==> config.mk <==
export PLATFORM = sky130hd
export DESIGN_NAME = writeback_regfile
export DESIGN_NICKNAME = d
export VERILOG_FILES = /design/src/rtl/cpu_wb_pkg.sv /design/src/rtl/regfile_core.sv /design/src/rtl/writeback_regfile.sv
export SDC_FILE = /design/constraint.sdc
export NUM_CORES = 1
export LEC_CHECK = 0
export CORE_MARGIN = 2
export CORE_UTILIZATION = 60
export DETAILED_ROUTE_END_ITERATION = 8
export GPL_TIMING_DRIVEN = 0
export PLACE_DENSITY_LB_ADDON = 0.1
export REMOVE_ABC_BUFFERS = 1
export SLEW_MARGIN = 20
export SYNTH_ARGS = -nofsm -noshare
export SYNTH_HDL_FRONTEND = slang
export SYNTH_SLANG_ARGS = --single-unit
==> constraint.sdc <==
create_clock -name clk -period 11.6 [get_ports clk]
set_input_delay 2.32 -clock clk [delete_from_list [all_inputs] [get_ports clk]]
set_output_delay 2.32 -clock clk [all_outputs]
set_load 0.05 [all_outputs]
==> src/rtl/cpu_wb_pkg.sv <==
// Shared types and constants for the writeback stage and register file.
// Default widths match the reference configuration (16-bit data, 16 registers);
// modules that are parameterised to other widths derive their own types
// from their parameters.
package cpu_wb_pkg;

  localparam int unsigned DATA_SIZE     = 16;
  localparam int unsigned REG_ADDR_SIZE = 4;

  typedef logic [DATA_SIZE-1:0]     data_t;
  typedef logic [REG_ADDR_SIZE-1:0] reg_addr_t;

  // One writeback pipeline entry: a result waiting to be committed.
  typedef struct packed {
    logic      valid;
    reg_addr_t dest;
    data_t     data;
  } wb_entry_t;

  // r0 is hard-wired to zero: never written, always reads 0.
  localparam reg_addr_t REG_ZERO = '0;

endpackage : cpu_wb_pkg

==> src/rtl/regfile_core.sv <==
// regfile_core: architectural register storage.
//   - reg_count entries of data_size bits, cleared by asynchronous reset
//   - 2 combinational read ports (rd_addr_a/b -> rd_data_a/b)
//   - 1 synchronous write port (wr_en, wr_addr, wr_data)
// r0 and out-of-range addresses read as zero and are never written.
// No forwarding is done here; bypassing belongs to the writeback stage.
module regfile_core import cpu_wb_pkg::*; #(
  parameter int unsigned data_size     = 16,
  parameter int unsigned reg_count     = 16,
  parameter int unsigned reg_addr_size = 4
) (
  input  logic                     clk,
  input  logic                     rst,
  input  logic                     wr_en,
  input  logic [reg_addr_size-1:0] wr_addr,
  input  logic [data_size-1:0]     wr_data,
  input  logic [reg_addr_size-1:0] rd_addr_a,
  input  logic [reg_addr_size-1:0] rd_addr_b,
  output logic [data_size-1:0]     rd_data_a,
  output logic [data_size-1:0]     rd_data_b
);

  logic [data_size-1:0] mem [reg_count];

  logic wr_ok;
  assign wr_ok = wr_en && (wr_addr != reg_addr_size'(REG_ZERO)) && (32'(wr_addr) < reg_count);

  always_ff @(posedge clk or posedge rst) begin
    if (rst) begin
      for (int unsigned i = 0; i < reg_count; i++) begin
        mem[i] <= '0;
      end
    end else if (wr_ok) begin
      mem[wr_addr] <= wr_data;
    end
  end

  always_comb begin
    rd_data_a = '0;
    if ((rd_addr_a != reg_addr_size'(REG_ZERO)) && (32'(rd_addr_a) < reg_count)) begin
      rd_data_a = mem[rd_addr_a];
    end
  end

  always_comb begin
    rd_data_b = '0;
    if ((rd_addr_b != reg_addr_size'(REG_ZERO)) && (32'(rd_addr_b) < reg_count)) begin
      rd_data_b = mem[rd_addr_b];
    end
  end

endmodule : regfile_core

==> src/rtl/writeback_regfile.sv <==
// writeback_regfile: writeback stage feeding the register file.
//   Captures the execute-bus result (bus_data, wb_dest, unit selects) into a
//   one-entry pipeline register, then commits it to regfile_core on the next
//   unstalled edge while capturing the following result.
// Ports:
//   clk, rst                      clock, async active-high reset
//   alu_cs/comp_cs/misc_cs        a unit put a register result on the bus
//   jmp_cs                        jump cycle, no register result
//   wb_dest, bus_data             destination and data of this cycle's result
//   stall                         freeze stage; bus inputs are dropped
//   rd_addr_a/b -> rd_data_a/b    combinational read ports
//   wb_pending, wb_pending_dest   pipeline register status for hazard logic
//   retired_count                 committed-write counter (wraps)
// Build option: WB_BYPASS_EN forwards the pending pipeline data to read ports
// whose address matches the pending destination.
module writeback_regfile import cpu_wb_pkg::*; #(
  parameter int unsigned data_size     = 16,
  parameter int unsigned reg_count     = 16,
  parameter int unsigned reg_addr_size = 4,
  parameter int unsigned count_size    = 32
) (
  input  logic                     clk,
  input  logic                     rst,
  input  logic                     alu_cs,
  input  logic                     comp_cs,
  input  logic                     misc_cs,
  input  logic                     jmp_cs,
  input  logic [reg_addr_size-1:0] wb_dest,
  input  logic [data_size-1:0]     bus_data,
  input  logic                     stall,
  input  logic [reg_addr_size-1:0] rd_addr_a,
  input  logic [reg_addr_size-1:0] rd_addr_b,
  output logic [data_size-1:0]     rd_data_a,
  output logic [data_size-1:0]     rd_data_b,
  output logic                     wb_pending,
  output logic [reg_addr_size-1:0] wb_pending_dest,
  output logic [count_size-1:0]    retired_count
);

  typedef struct packed {
    logic                     valid;
    logic [reg_addr_size-1:0] dest;
    logic [data_size-1:0]     data;
  } pipe_t;

  pipe_t                 pipe_q;
  pipe_t                 pipe_d;
  logic [count_size-1:0] retired_q;
  logic                  commit_en;
  logic [data_size-1:0]  core_a;
  logic [data_size-1:0]  core_b;

  // Jump-only cycles and writes to r0 never become pending writes.
  always_comb begin
    pipe_d       = '0;
    pipe_d.valid = (alu_cs | comp_cs | misc_cs) & ~jmp_cs &
                   (wb_dest != reg_addr_size'(REG_ZERO));
    pipe_d.dest  = wb_dest;
    pipe_d.data  = bus_data;
  end

  assign commit_en = ~stall & pipe_q.valid;

  always_ff @(posedge clk or posedge rst) begin
    if (rst) begin
      pipe_q    <= '0;
      retired_q <= '0;
    end else if (!stall) begin
      pipe_q <= pipe_d;
      if (pipe_q.valid) begin
        retired_q <= retired_q + count_size'(1);
      end
    end
  end

  regfile_core #(
    .data_size     (data_size),
    .reg_count     (reg_count),
    .reg_addr_size (reg_addr_size)
  ) u_core (
    .clk       (clk),
    .rst       (rst),
    .wr_en     (commit_en),
    .wr_addr   (pipe_q.dest),
    .wr_data   (pipe_q.data),
    .rd_addr_a (rd_addr_a),
    .rd_addr_b (rd_addr_b),
    .rd_data_a (core_a),
    .rd_data_b (core_b)
  );

`ifdef WB_BYPASS_EN
  // A valid pipeline entry never targets r0, so a match implies address != 0.
  always_comb begin
    rd_data_a = core_a;
    if (pipe_q.valid && (rd_addr_a == pipe_q.dest)) begin
      rd_data_a = pipe_q.data;
    end
  end

  always_comb begin
    rd_data_b = core_b;
    if (pipe_q.valid && (rd_addr_b == pipe_q.dest)) begin
      rd_data_b = pipe_q.data;
    end
  end
`else
  assign rd_data_a = core_a;
  assign rd_data_b = core_b;
`endif

  assign wb_pending      = pipe_q.valid;
  assign wb_pending_dest = pipe_q.dest;
  assign retired_count   = retired_q;

endmodule : writeback_regfile
==> results.json <==
{
  "synth_edf_count": 0,
  "rrSetupSlack_ns": 8.94,
  "rows": 59,
  "start_util_pct": 61.3,
  "drive_gt1_share_pct": 33.4,
  "port_buffers": 103,
  "yosys_warnings": 0,
  "ys.flop_type": "dfrtp_1",
  "dp_slack_ns": 3.92,
  "hold_viol_final": 0,
  "syn-cell-area_um2": 16000,
  "cp-start-kind": "primary input",
  "drv_cap": 0,
  "core_um2": 26100,
  "crit_required_ns": 9.28,
  "worstMarginPinSlew_ns": 1.16,
  "fin_skew_ns": 0.00968,
  "antenna_cells": 0,
  "first_iter_violations": 991,
  "synth.distinct_cells": 40,
  "slew_viol_final": 0,
  "peakVddDrop_mv": 0.134,
  "ant_nets": 0,
  "ys_seq_area_share_pct": 48.3,
  "rsz0062_at_grt": "false",
  "status": "finished with violations",
  "cp-endpoint": "rd_data_a[14]",
  "place_area_um2": 17300,
  "dieWidth_um": 167,
  "violations": "design-rule violations",
  "reg2reg_depth": 5,
  "syn_to_final_growth_pct": 15.2,
  "vias_per_cell": 6.47,
  "clockRootBuffer": "clkbuf_16",
  "crit_type": "in -> out",
  "setup_viol": 0,
  "finalCriticalPeriod_ns": 7.78,
  "grt_use_met1_pct": 41.2,
  "async_flop_share_pct": 100,
  "busiest_layer": "met2",
  "cts.clk_slew.worst_paths_ns": 0.06,
  "vias": 10494,
  "grt_pass1_wl_mm": 63.1,
  "finalWirelength_mm": 40.2,
  "htreeDepth": 2,
  "drtPass1Iterations": 7,
  "fin_util_pct": 70.5,
  "layout_common_cells": "dfrtp_1, mux2_2, mux2i_1",
  "die_area_um2": 28000,
  "ctsLongestPathBuffers": 3,
  "reg2reg_to": "u_core.mem[172]$_DFFE_PP0P_",
  "fin_area_um2": 18400,
  "tns_ns": 0,
  "io_pins": 104,
  "final_common_cell": "dfrtp_1",
  "r2r_start": "wb_pending$_DFFE_PP0N_",
  "dp_hpwl_mm": 24.5,
  "gr-usage-all-layers_pct": 29.5,
  "drc_errors": 3,
  "gr-total-overflow": 0,
  "leakage_uw": 0.00832,
  "min_path_type": "reg -> reg",
  "clock-sinks": 309,
  "wl_per_cell_um": 24.8,
  "dieHeight_um": 167,
  "cts_resized": 0,
  "ys_ff_latch": 309,
  "grt_max_degree": 106,
  "hold_buffers": 0,
  "crit_path_max_fanout": 38,
  "post-route-period-util_pct": 67.1,
  "antenna_found_initial": 0,
  "fmax_mhz": 129,
  "syn_inst": 1214,
  "crit_arrival_ns": 5.46,
  "startpoint": "rd_addr_a[1]",
  "layout.nets": 1299,
  "post_cts_buffers": 0,
  "place_congestion": 0.792,
  "power_density_nw_per_um2": 185,
  "tritoncts": "built",
  "grtUsageMet3_pct": 5.44,
  "setup_ws_ns": 3.82,
  "grt.met2_usage_pct": 47.4,
  "numCtsBuffers": 35,
  "worst_setup_path_end_kind": "primary output",
  "avgSynthCellArea_um2": 13.2,
  "clk-insertion-delay-late_ns": 0.51,
  "grt_pass1_vias": 10865,
  "relSlewSlack_pct": 22.5
}
## per-layer routing
layer / share of wire [%] / vias to the layer above / wire length, um
li1: - / 4589 / -
met1: 43 / 5507 / 17300
met2: 48 / 317 / 19200
met3: 5.8 / 81 / 2350
met4: 3.2 / 0 / 1300
met5: 0 / - / 0
## registers in the layout, summed over array words and instances, names as in the netlist
| name | flops |
|---|---|
| wb_pending | 1 |
| u_core.mem | 256 |
| wb_pending_dest | 4 |
| retired_count | 32 |
| pipe_q | 16 |
## worst min-delay path by stage
stage,start,to,depth (start not counted)
3_3_place_gp,u_core.mem[246]$_DFFE_PP0P_,u_core.mem[246]$_DFFE_PP0P_,0
4_1_cts,u_core.mem[243]$_DFFE_PP0P_,u_core.mem[243]$_DFFE_PP0P_,0
3_5_place_dp,u_core.mem[243]$_DFFE_PP0P_,u_core.mem[243]$_DFFE_PP0P_,0
6_report,u_core.mem[254]$_DFFE_PP0P_,u_core.mem[254]$_DFFE_PP0P_,0
2_1_floorplan,u_core.mem[240]$_DFFE_PP0P_,u_core.mem[240]$_DFFE_PP0P_,0
5_1_grt,u_core.mem[241]$_DFFE_PP0P_,u_core.mem[241]$_DFFE_PP0P_,0
## critical path, cell delays in order
cell	delay, ns
buf_4	0.42
buf_16	0.31
and2_1	0.75
a21oi_1	0.16
o21ai_0	0.35
nand2_1	0.09
a211o_1	0.30
clkdlybuf4s50_1	0.70
## where the power goes
group / internal [uW] / total (uW) / leakage, uW / switching, uW
clock: 640 / 1070 / 0.000542 / 433
sequential: 1320 / 1530 / 0.00407 / 209
combinational: 433 / 801 / 0.00371 / 368
## metrics by stage
step	std cells	power (uW)	hold slack [ns]
6_report	1622	3410	0.394
5_1_grt	1622	3560	0.406
4_1_cts	1621	3420	0.398
3_5_place_dp	1560	2340	0.385
2_1_floorplan	1106	2080	0.365
3_3_place_gp	1544	2300	0.376
## synth_stat cells (all sizes together), types with 2 or more instances
cell type,count,area [um^2]
o21ai,22,110
inv,5,18.8
a211o,2,17.5
mux2,260,2930
a211oi,10,75.1
xnor2,23,201
clkbuf,57,214
a221o,2,20.0
nand2,110,418
nor2b,14,87.6
mux2i,106,1060
a22oi,10,75.1
nor3,7,45.0
mux4,74,1670
dfrtp,309,7730
xor2,8,70.1
and3,21,131
a221oi,30,263
and2,5,31.3
nor2,17,66.3
and4,3,26.3
a21oi,16,80.1
nand3,33,170
nor4,4,70.1
buf,51,309
nand4,8,50.1
nand2b,2,12.5
## kinds of logic after synthesis
logic type / share of synthesized area [%]
buf+inv: 3.38
flops: 48.3
compound gates: 4.06
fa+ha+maj: 0.0781
xor+xnor: 1.70
mux: 35.3
simple gates: 7.15
## layout make-up
| type | instances | area (um^2) |
|---|---|---|
| well taps | 335 | 419 |
| clock buffers | 53 | 1040 |
| clock inverters | 8 | 81.3 |
| fillers | 1834 | 7700 |
| multi-input cells | 792 | 7780 |
| inverters | 5 | 26.3 |
| flip-flops and latches | 309 | 7730 |
| repair buffers | 120 | 1360 |
No activity file was read; power rests on OpenSTA's default activity.
